**src/rtl/seq_divider_16by8.sv**
```systemverilog
// Sequential 16-by-8 unsigned restoring divider: one quotient bit per clock, fixed latency.
// Define DIV_ZERO_DETECT_EN to short-cut zero divisors and flag them on div_by_zero.
module seq_divider_16by8 (
   input  logic        clk,
   input  logic        rst_n,
   input  logic        start,
   input  logic [15:0] dividend,
   input  logic [7:0]  divisor,
   output logic        busy,
   output logic        done,
   output logic [15:0] quotient,
   output logic [7:0]  remainder,
   output logic        div_by_zero
);

   typedef enum logic [1:0] {
      ST_IDLE,
      ST_CALC,
      ST_FINISH
   } state_e;

   localparam logic [4:0] LAST_CNT = 5'd16;

   state_e      state_q, state_d;
   // The dividend register doubles as the quotient: each iteration shifts one
   // dividend bit out of the top and one quotient bit in at the bottom.
   logic [15:0] dvd_q, dvd_d;
   logic [7:0]  dsr_q, dsr_d;
   logic [8:0]  prem_q, prem_d;
   logic [4:0]  cnt_q, cnt_d;
   logic [15:0] quot_q, quot_d;
   logic [7:0]  rem_q, rem_d;

   logic [8:0]  shifted;
   logic [9:0]  trial;
   logic        qbit;
   logic        zero_skip;

`ifdef DIV_ZERO_DETECT_EN
   logic        dbz_q, dbz_d;
   assign zero_skip   = (dsr_q == 8'd0);
   assign div_by_zero = dbz_q;
`else
   assign zero_skip   = 1'b0;
   assign div_by_zero = 1'b0;
`endif

   // Restoring step: a borrow out of the 10-bit trial means "keep the shifted value".
   assign shifted = {prem_q[7:0], dvd_q[15]};
   assign trial   = {1'b0, shifted} - {2'b00, dsr_q};
   assign qbit    = ~trial[9];

   // NOTE: every always_comb output gets a default first, so no path leaves a latch.
   always_comb begin
      state_d = state_q;
      dvd_d   = dvd_q;
      dsr_d   = dsr_q;
      prem_d  = prem_q;
      cnt_d   = cnt_q;
      quot_d  = quot_q;
      rem_d   = rem_q;
`ifdef DIV_ZERO_DETECT_EN
      dbz_d   = dbz_q;
`endif
      busy    = 1'b0;
      done    = 1'b0;

      unique case (state_q)
         ST_IDLE: begin
            if (start) begin
               dvd_d   = dividend;
               dsr_d   = divisor;
               prem_d  = 9'd0;
               cnt_d   = 5'd0;
               state_d = ST_CALC;
            end
         end

         ST_CALC: begin
            busy = 1'b1;
            if (zero_skip) begin
               quot_d  = 16'hFFFF;
               rem_d   = dvd_q[7:0];
`ifdef DIV_ZERO_DETECT_EN
               dbz_d   = 1'b1;
`endif
               state_d = ST_FINISH;
            end else if (cnt_q == LAST_CNT) begin
               quot_d  = dvd_q;
               rem_d   = prem_q[7:0];
`ifdef DIV_ZERO_DETECT_EN
               dbz_d   = 1'b0;
`endif
               state_d = ST_FINISH;
            end else begin
               prem_d = qbit ? trial[8:0] : shifted;
               dvd_d  = {dvd_q[14:0], qbit};
               cnt_d  = cnt_q + 5'd1;
            end
         end

         ST_FINISH: begin
            done    = 1'b1;
            state_d = ST_IDLE;
         end

         default: state_d = ST_IDLE;
      endcase
   end

   // NOTE: state registers use non-blocking assignments so every flop samples pre-edge values.
   always_ff @(posedge clk or negedge rst_n) begin
      if (!rst_n) begin
         state_q <= ST_IDLE;
         dvd_q   <= 16'd0;
         dsr_q   <= 8'd0;
         prem_q  <= 9'd0;
         cnt_q   <= 5'd0;
         quot_q  <= 16'd0;
         rem_q   <= 8'd0;
`ifdef DIV_ZERO_DETECT_EN
         dbz_q   <= 1'b0;
`endif
      end else begin
         state_q <= state_d;
         dvd_q   <= dvd_d;
         dsr_q   <= dsr_d;
         prem_q  <= prem_d;
         cnt_q   <= cnt_d;
         quot_q  <= quot_d;
         rem_q   <= rem_d;
`ifdef DIV_ZERO_DETECT_EN
         dbz_q   <= dbz_d;
`endif
      end
   end

   assign quotient  = quot_q;
   assign remainder = rem_q;

   a_done_single : assert property (@(posedge clk) disable iff (!rst_n) done |=> !done);
   a_busy_done   : assert property (@(posedge clk) disable iff (!rst_n) !(busy && done));

endmodule

```
**config.mk**
```make
export PLATFORM = sky130hd
export DESIGN_NAME = seq_divider_16by8
export DESIGN_NICKNAME = d
export VERILOG_FILES = /design/src/rtl/seq_divider_16by8.sv
export SDC_FILE = /design/constraint.sdc
export NUM_CORES = 1
export LEC_CHECK = 0
export ABC_AREA = 1
export ABC_CLOCK_PERIOD_IN_PS = 3870
export BUFFER_PORTS_ARGS = -buffer_cell sky130_fd_sc_hd__buf_4
export CORE_MARGIN = 8
export CORE_UTILIZATION = 25
export CTS_CLUSTER_DIAMETER = 40
export DETAILED_ROUTE_END_ITERATION = 6
export GPL_TIMING_DRIVEN = 0
export SLEW_MARGIN = 0
export SYNTH_ARGS = -nofsm -noshare
export SYNTH_HDL_FRONTEND = slang
export SYNTH_SLANG_ARGS = --single-unit
```
**constraint.sdc**
```tcl
create_clock -name clk -period 3.87 [get_ports clk]
set_input_delay 0.387 -clock clk [delete_from_list [all_inputs] [get_ports clk]]
set_output_delay 0.387 -clock clk [all_outputs]
set_load 0.005 [all_outputs]
```
==> results.sh, run 1 <==
export IMPL_cts_sinks=63
export IMPL_die_area_sq_mm=0.0162
export IMPL_first_pass_iters=4
export IMPL_cts_resized=0
export IMPL_wl_per_cell_microns=13.6
export IMPL_max_clock_path_buffers=2
export IMPL_start_util_pct=25.7
export IMPL_clockRootBuffer="clkbuf_16"
export IMPL_synth_top_family_by_area="simple AND/OR/NAND/NOR gates"
export IMPL_drc_errors=0
export IMPL_clkSlewWorstSetupHoldPaths_ns=0.06
export IMPL_max_slew_margin_pct=45.9
export IMPL_synthMuxAreaShare_pct=0
export IMPL_synthTopCellsByArea="dfrtp_1, nand2_1, o21ai_0"
export IMPL_synthesis_nets=396
export IMPL_setup_viol=0
export IMPL_antennaDiodeCount=0
export IMPL_post_cts_setup_buffers=0
export IMPL_ys_async_sr_fraction_pct=100
export IMPL_ant_nets=0
export IMPL_viasPerCell=4.33
export IMPL_synth_most_common_cell="nand2_1"
export IMPL_status="finished, final reports clean"
export IMPL_synthTopCellsByCount="nand2_1, dfrtp_1, inv_1"
export IMPL_power_leakage_uw=0.00203
export IMPL_fin_crit_sh_pct=47.2
export IMPL_required_ns=4.08
export IMPL_drt_iter0_drc=175
export IMPL_postCtsHoldBufs=0
export IMPL_slew_violations=0
export IMPL_critPathKind="flip-flop to flip-flop"
export IMPL_utilization_pct=33.1
export IMPL_totalWireLength_microns=8080
export IMPL_io_pins=54
export IMPL_grt_overflow=0
export IMPL_syn_instance_count=358
export IMPL_dpl_hpwl_microns=5960
export IMPL_fin_skew_ns=0.00587
export IMPL_synth_seq_cells=63
export IMPL_core_area_sq_mm=0.0121
export IMPL_gp_congestion=0.811
export IMPL_grt_pass1_wl_microns=13300
export IMPL_synthSimpleGateAreaFrac_pct=20.8
export IMPL_grt_util_all_layers_pct=10.6
export IMPL_finalSetupTns_ns=0
export IMPL_cts_tree="done"
export IMPL_synth_ff_type="dfrtp_1"
export IMPL_synth_cell_type_count=31
export IMPL_synth_xor_area_share_pct=1.42
export IMPL_rsz0062_at_grt="no"
export IMPL_die_h_microns=127
export IMPL_num_fill_cells=1225
export IMPL_final_min_clock_period_ns=1.83
export IMPL_cts_htree_levels=3
export IMPL_ys_warn_count=0
export IMPL_die_x_microns=127
export IMPL_portBuffers=52
export IMPL_post_synth_instance_area_sq_mm=0.00309
export IMPL_num_nets_final=459
export IMPL_antenna_found_initial=0
export IMPL_worst_slew_pin_slew_ns=0.811
export IMPL_synth_top_cell_by_area="dfrtp_1"
export IMPL_cp_start_kind="flip-flop"
export IMPL_max_cap_violations=0
export IMPL_pwr_density_cell_mw_per_mm2=943
export IMPL_vias=2573
export IMPL_arrival_ns=2.03
export IMPL_grt_start_max_net_pins=64
export IMPL_synth_compound_area_share_pct=13.5
export IMPL_fmax_ghz=0.547
export IMPL_critPathCaptureType="flip-flop"
export IMPL_numCtsBuffers=9
export IMPL_area_delta_synth_final_pct=29.0
export IMPL_grt_pass1_vias=2646
export IMPL_drive_above_1_share_pct=22.8
export IMPL_synth_top_area_share_pct=51.0
export IMPL_rows=40
export IMPL_clock_latency_ns=0.33
export IMPL_yosysSeqAreaShare_pct=51.0
export IMPL_cp_max_fo=4
export IMPL_holdCritPathClass="input pin to async pin"
export IMPL_finalHoldViolCount=0
export IMPL_synth_area_per_cell_sq_um=8.64
export IMPL_synth_edf_count=0
export IMPL_synth_adder_area_share_pct=4.69
export IMPL_ir_worst_vdd_mv=0.266
-- routing by layer --
layer  routed length [microns]  GRT usage (%)
met1                      3780           13.1
met4                       168           5.25
met2                      3600           16.1
met5                         0              0
met3                       522           3.83
-- registers in the layout, summed over array words and instances, names as in the netlist --
signal / count
cnt_q: 5
quotient: 16
dsr_q: 8
dvd_q: 16
remainder: 8
prem_q: 8
state_q: 2
-- worst max-delay path: stages (launching register included) --
cell,delay [ns]
dfrtp_1,0.38
inv_1,0.09
ha_1,0.15
inv_1,0.11
fa_1,0.45
nand3_1,0.09
nand3_1,0.08
xnor2_1,0.16
nand2_1,0.07
nand3_1,0.06
o21ai_1,0.07
-- power breakdown --
part | internal [uW] | switching [uW] | total (uW)
logic | 745 | 1080 | 1820
clock network | 499 | 300 | 798
registers | 966 | 178 | 1140
total | 2210 | 1560 | 3770
-- path summary, 6_finish.rpt --
path	endpoint	depth (start not counted)	slack [ns]	startpoint
worst max-delay path	prem_q[4]$_DFFE_PN0P_	10	2.04	dvd_q[15]$_DFFE_PN0P_
worst min-delay path	dsr_q[5]$_DFFE_PN0P_	1	0.15	rst_n
worst max register to register	prem_q[4]$_DFFE_PN0P_	10	2.04	dvd_q[15]$_DFFE_PN0P_
worst min register to register	remainder[2]$_DFFE_PN0P_	2	0.48	remainder[2]$_DFFE_PN0P_
max in group asynchronous	quotient[2]$_DFFE_PN0P_	1	3.19	rst_n
min in group clk	dsr_q[0]$_DFFE_PN0P_	3	0.26	divisor[0]
-- layout make-up --
type | instances | area, sq um | share of cell area [%]
plain buffers | 13 | 75.1 | 1.88
clock buffers | 9 | 225 | 5.64
clock inverters | 7 | 72.6 | 1.82
inverters | 50 | 188 | 4.70
multi-input cells | 232 | 1250 | 31.4
flip-flops and latches | 63 | 1580 | 39.5
well taps | 168 | 210 | 5.26
repair buffers | 52 | 390 | 9.78
-- kinds of logic (layout without fill, tap and decap cells) --
group / after synthesis / count (layout)
fa+ha+maj: 11 / 11
compound gates: 72 / 72
flops: 63 / 63
xor+xnor: 5 / 5
buf+inv: 63 / 131
other cells: 1 / 1
simple gates: 143 / 143
-- cells in the final DEF, fill, tap and decap left out, types with 10 or more instances in the layout --
cell     instances
dfrtp_1         63
nand2_1        100
o21ai_1         10
buf_4           53
a22oi_1         10
ha_1            10
nand3_1         15
o21ai_0         38
inv_1           45
-- metrics by stage --
| step | instance area, sq um | cells | total power, uW | hold slack, ns | setup slack (ns) |
|---|---|---|---|---|---|
| after global routing | 3990 | 594 | 4140 | 0.224 | 1.89 |
| after detailed placement | 3690 | 578 | 2980 | 0.473 | 2.06 |
| after global placement | 3690 | 578 | 2930 | 0.464 | 2.06 |
| final | 3990 | 594 | 3770 | 0.146 | 2.04 |
| after CTS | 3990 | 594 | 3810 | 0.181 | 2.03 |
| after floorplan | 3090 | 358 | 2440 | 0.0914 | 2.24 |
Note: power is estimated with default switching activity, not from simulation.
==> inputs of run 2 (changes only) <==
- ABC_CLOCK_PERIOD_IN_PS: 3870 -> 1600
- clock period: 3.87 -> 1.6 ns (I/O delays scaled with it)
==> results.sh, run 2 (synthesis gave the netlist of run 1 again) <==
export IMPL_p_comb_share_pct=55.2
export IMPL_num_fill_cells=1208
export IMPL_portBuffers=52
export IMPL_cts_htree_levels=3
export IMPL_clock_latency_ns=0.33
export IMPL_grt_overflow=0
export IMPL_slew_violations=0
export IMPL_place_inst=578
export IMPL_start_util_pct=25.7
export IMPL_rows=40
export IMPL_num_nets_final=479
export IMPL_max_slew_margin_pct=46.7
export IMPL_grt_pass1_vias=2856
export IMPL_hold_depth=3
export IMPL_numCtsBuffers=9
export IMPL_final_cell_mix="nand2_1, buf_4, dfrtp_1, inv_1, o21ai_0"
export IMPL_p_seq_share_pct=26.1
export IMPL_fin_ws_ns=-0.0456
export IMPL_final_min_clock_period_ns=1.65
export IMPL_layout_commonest_cell="nand2_1"
export IMPL_status="finished with violations"
export IMPL_dpl_hpwl_microns=5890
export IMPL_critPathKind="flip-flop to flip-flop"
export IMPL_required_ns=1.80
export IMPL_ant_nets=0
export IMPL_power_leakage_uw=0.00219
export IMPL_fmax_ghz=0.608
export IMPL_grt_pass1_wl_microns=14400
export IMPL_ir_worst_vdd_mv=0.718
export IMPL_totalWireLength_microns=8690
export IMPL_cts_sinks=63
export IMPL_p_sw_share_pct=40.8
export IMPL_finalInstanceArea_sq_mm=0.00439
export IMPL_finalHoldViolCount=0
export IMPL_power_uw=10600
export IMPL_violations="setup timing"
export IMPL_area_delta_synth_final_pct=41.7
export IMPL_first_pass_iters=5
export IMPL_wl_per_cell_microns=14.2
export IMPL_drive_above_1_share_pct=35.0
export IMPL_drt_iter0_drc=129
export IMPL_grt_start_max_net_pins=64
export IMPL_die_area_sq_mm=0.0162
export IMPL_fin_crit_sh_pct=103
export IMPL_cp_start_kind="flip-flop"
export IMPL_max_cap_violations=0
export IMPL_pwr_density_cell_mw_per_mm2=2420
export IMPL_critPathCaptureType="flip-flop"
export IMPL_instances_no_fill=614
export IMPL_antenna_found_initial=0
export IMPL_clockRootBuffer="clkbuf_16"
export IMPL_fin_skew_ns=0.00514
export IMPL_multi_input_area_sq_mm=0.00144
export IMPL_clockPowerShare_pct=18.7
export IMPL_grt_util_all_layers_pct=11.2
export IMPL_drc_errors=0
export IMPL_gp_congestion=0.805
export IMPL_die_h_microns=127
export IMPL_clkSlewWorstSetupHoldPaths_ns=0.06
export IMPL_placed_area_sq_mm=0.00371
export IMPL_antennaDiodeCount=0
export IMPL_io_pins=54
export IMPL_die_x_microns=127
export IMPL_max_clock_path_buffers=2
export IMPL_seq_area_sq_mm=0.00158
export IMPL_r2r_cells=10
export IMPL_internal_power_uw=6290
export IMPL_setup_viol=5
export IMPL_finalSetupTns_ns=-0.0970
export IMPL_cts_tree="done"
export IMPL_cp_max_fo=3
export IMPL_vias=2726
export IMPL_worst_slew_pin_slew_ns=0.800
export IMPL_p_switching_uw=4330
export IMPL_core_area_sq_mm=0.0121
export IMPL_pre_cts_slack_ns=-0.211
export IMPL_viasPerCell=4.44
export IMPL_rsz0062_at_grt="yes"
export IMPL_holdCritPathClass="input pin to flip-flop"
export IMPL_arrival_ns=1.85
-- run 2: cell types whose count changed in the layout (fill, tap and decap cells not counted), moves of 7 or more --
cell	change
ha_1	-7
buf_4	+22
inv_1	-7
nand2_2	+7
nand2_1	-10
ha_4	+7
buf_2	-7
-- run 2: final cells by class --
| class | count | share of cell area, % |
|---|---|---|
| Multi-Input combinational cell | 232 | 32.8 |
| Tap cell | 168 | 4.79 |
| Timing Repair Buffer | 72 | 12.8 |
| Inverter | 50 | 4.34 |
| Buffer | 13 | 2.34 |
| Clock inverter | 7 | 1.77 |
| Clock buffer | 9 | 5.14 |
| Sequential cell | 63 | 36.0 |
-- run 2: worst max-delay path, cell delays in order (launching register included) --
cell	delay (ns)
dfrtp_1	0.39
inv_2	0.08
ha_4	0.14
inv_4	0.04
fa_2	0.38
nand3_2	0.08
nand3_2	0.08
xnor2_2	0.14
nand2_1	0.06
nand3_1	0.06
o21ai_1	0.07
-- run 2: metrics by stage --
| stage | utilization [%] | hold WS (ns) |
|---|---|---|
| floorplan | - | -0.136 |
| global placement | 30.8 | 0.299 |
| detailed placement | 30.8 | 0.315 |
| CTS | 35.4 | 0.0349 |
| global route | 36.4 | 0.0579 |
| finish | 36.4 | 0.0418 |
-- run 2: timing repair --
| action | in CTS | in global routing |
|---|---|---|
| buffers inserted | 16 | 2 |
| cloned | 0 | 1 |
| gates resized for setup | 30 | 31 |
| pin swaps | 10 | 11 |
| hold buffers | 1 | 0 |
| hold endpoints to repair | 63 | 0 |
| endpoints found under the setup margin | 44 | 52 |
-- run 2: path summary, 6_finish.rpt --
path,startpoint,endpoint,slack [ns]
max in group asynchronous,rst_n,prem_q[0]$_DFFE_PN0P_,0.57
worst min-delay path,divisor[3],dsr_q[3]$_DFFE_PN0P_,0.04
min in group asynchronous,rst_n,dsr_q[4]$_DFFE_PN0P_,0.48
worst min register to register,remainder[1]$_DFFE_PN0P_,remainder[1]$_DFFE_PN0P_,0.48
worst max register to register,dvd_q[15]$_DFFE_PN0P_,prem_q[4]$_DFFE_PN0P_,-0.05
worst max-delay path,dvd_q[15]$_DFFE_PN0P_,prem_q[4]$_DFFE_PN0P_,-0.05
-- run 2: power groups by stage --
stage	registers (uW)	logic, uW	clock network (uW)
2_1_floorplan	2710	3250	0
3_3_place_gp	2770	4360	0
3_5_place_dp	2790	4460	0
4_1_cts	2770	5270	2020
5_1_grt	2870	6610	2090
6_report	2780	5860	1980
-- run 2: per-layer routing --
layer  up-vias  GRT usage, %  wire length [microns]  share of wire (%)
li1       1323             -                      -                  -
met1      1313          14.2                   3840                 44
met2        78          17.3                   4000                 46
met3        12          3.08                    654                7.5
met4         0          5.81                    204                2.3
met5         -             0                      0                  0
==> inputs of run 3 (changes only) <==
- ABC_AREA: 1 -> not set
==> results.sh, run 3 <==
export IMPL_gp_congestion=0.813
export IMPL_cts_sinks=63
export IMPL_core_area_sq_mm=0.0115
export IMPL_fin_skew_ns=0.00361
export IMPL_cts_tree="done"
export IMPL_clkSlewWorstSetupHoldPaths_ns=0.05
export IMPL_fin_ws_ns=-0.408
export IMPL_max_cap_violations=0
export IMPL_status="finished with violations"
export IMPL_whs_ns=0.0247
export IMPL_place_inst=515
export IMPL_synth_edf_count=0
export IMPL_ys_async_sr_fraction_pct=100
export IMPL_io_pins=54
export IMPL_dpl_hpwl_microns=5520
export IMPL_portBuffers=52
export IMPL_rows=39
export IMPL_pre_cts_slack_ns=-0.473
export IMPL_rsz0062_at_grt="yes"
export IMPL_critPathCaptureType="flip-flop"
export IMPL_cp_startpoint="dvd_q[15]$_DFFE_PN0P_"
export IMPL_holdCritPathClass="input pin to flip-flop"
export IMPL_grt_pass1_vias=2847
export IMPL_synth_top_area_share_pct=53.3
export IMPL_die_area_sq_mm=0.0156
export IMPL_numCtsBuffers=9
export IMPL_cp_max_fo=2
export IMPL_synth_seq_cells=63
export IMPL_r2r_start="dvd_q[15]$_DFFE_PN0P_"
export IMPL_synth_area_per_cell_sq_um=9.24
export IMPL_drive_above_1_share_pct=53.1
export IMPL_slew_violations=0
export IMPL_synthTopCellsByArea="dfrtp_1, nand2_1, ha_1"
export IMPL_layout_commonest_cell="buf_4"
export IMPL_max_slew_margin_pct=45.4
export IMPL_die_x_microns=125
export IMPL_ys_warn_count=0
export IMPL_num_nets_final=462
export IMPL_totalWireLength_microns=9110
export IMPL_drt_iter0_drc=251
export IMPL_final_min_clock_period_ns=2.01
export IMPL_synth_most_common_cell="nand2_1"
export IMPL_max_clock_path_buffers=2
export IMPL_pwr_density_cell_mw_per_mm2=2370
export IMPL_power_leakage_uw=0.00235
export IMPL_clockRootBuffer="clkbuf_16"
export IMPL_antenna_found_initial=0
export IMPL_hp_start="divisor[0]"
export IMPL_setup_viol=53
export IMPL_ir_worst_vdd_mv=1.01
export IMPL_wl_per_cell_microns=15.9
export IMPL_synth_cell_type_count=40
export IMPL_grt_util_all_layers_pct=11.6
export IMPL_die_h_microns=125
export IMPL_syn_instance_count=320
export IMPL_first_pass_iters=4
export IMPL_fmax_ghz=0.498
export IMPL_cp_start_kind="flip-flop"
export IMPL_start_util_pct=25.8
export IMPL_viasPerCell=4.63
export IMPL_arrival_ns=2.21
export IMPL_synth_ff_type="dfrtp_1"
export IMPL_synthesis_nets=358
export IMPL_finalHoldViolCount=0
export IMPL_critPathKind="flip-flop to flip-flop"
export IMPL_clock_latency_ns=0.33
export IMPL_cts_htree_levels=3
export IMPL_synth_top_cell_by_area="dfrtp_1"
export IMPL_grt_overflow=0
export IMPL_final_cell_mix="buf_4, nand2_1, dfrtp_1, nand2_2"
export IMPL_fin_crit_sh_pct=125
export IMPL_area_delta_synth_final_pct=64.7
export IMPL_yosysSeqAreaShare_pct=53.3
export IMPL_synthTopCellsByCount="nand2_1, dfrtp_1, o21ai_0"
export IMPL_required_ns=1.80
export IMPL_grt_start_max_net_pins=64
export IMPL_drc_errors=0
export IMPL_vias=2651
export IMPL_violations="setup timing"
export IMPL_instances_no_fill=572
export IMPL_worst_slew_pin_slew_ns=0.819
export IMPL_ant_nets=0
export IMPL_antennaDiodeCount=0
export IMPL_post_synth_instance_area_sq_mm=0.00296
export IMPL_grt_pass1_wl_microns=14700
-- run 3: layout make-up --
cell class                 count  area [sq um]
buffer                        12           135
clock buffer                  10           239
clock inverter                 6          60.1
fill                        1052          6600
inverter                      14          60.1
multi-input combinational    229          1720
sequential                    63          1580
tap                          143           179
timing repair buffer          95           892
-- run 3: kinds of logic after synthesis --
| logic type | share of synthesized area, % |
|---|---|
| AND/OR/NAND/NOR | 20.4 |
| flip-flops | 53.3 |
| AO/OA/AOI/OAI | 11.4 |
| buffers and inverters | 4.36 |
| adder cells (fa/ha/maj) | 4.91 |
| multiplexers | 3.09 |
| XOR/XNOR | 2.37 |
| other | 0.127 |
-- run 3: critical path, cell delays in order (launching register included) --
cell and delay, ns:
dfrtp_1 0.40, inv_2 0.09, ha_4 0.14, inv_2 0.04
fa_2 0.37, a211oi_4 0.24, o21bai_1 0.11, a21oi_1 0.18
xor2_1 0.16, o221ai_1 0.13
-- run 3: power by group --
group / internal (uW) / switching, uW
registers: 2370 / 689
clock network: 1240 / 732
logic: 3420 / 3100
total: 7030 / 4520
-- run 3: repair_timing --
item / 4_1_cts / 5_1_grt
setup buffers: 25 / 12
cloned: 6 / 1
pin swaps: 54 / 32
gates resized for setup: 103 / 69
hold buffers: 1 / 0
endpoints found under the setup margin: 53 / 59
endpoints found under the hold margin: 63 / 0
-- run 3: stage by stage --
step	util [%]	instance area, sq um	TNS (ns)	total power [uW]
floorplan	-	3030	-0.864	5750
global placement	31.4	3600	-9.08	6950
detailed placement	31.4	3600	-11.85	7070
CTS	39.8	4570	-6.04	10500
global route	42.4	4870	-11.89	12300
finish	42.4	4870	-7.82	11600
-- run 3: path summary, 6_finish.rpt --
kind | end | slack, ns | depth (start not counted)
min in group asynchronous | dsr_q[6]$_DFFE_PN0P_ | 0.46 | 2
min | dsr_q[0]$_DFFE_PN0P_ | 0.02 | 3
max | prem_q[6]$_DFFE_PN0P_ | -0.41 | 9
min reg2reg | quotient[2]$_DFFE_PN0P_ | 0.48 | 2
max in group asynchronous | prem_q[0]$_DFFE_PN0P_ | 0.53 | 2
max reg2reg | prem_q[6]$_DFFE_PN0P_ | -0.41 | 9
-- run 3: metal layers --
metal	GRT usage, %	part of all wire [%]	wire [microns]	up-vias
met5	0	0	0	-
met3	4.51	5.7	519	14
met2	18.8	49	4450	82
li1	-	-	-	1270
met1	13.9	44	4000	1285
met4	3.69	1.5	140	0
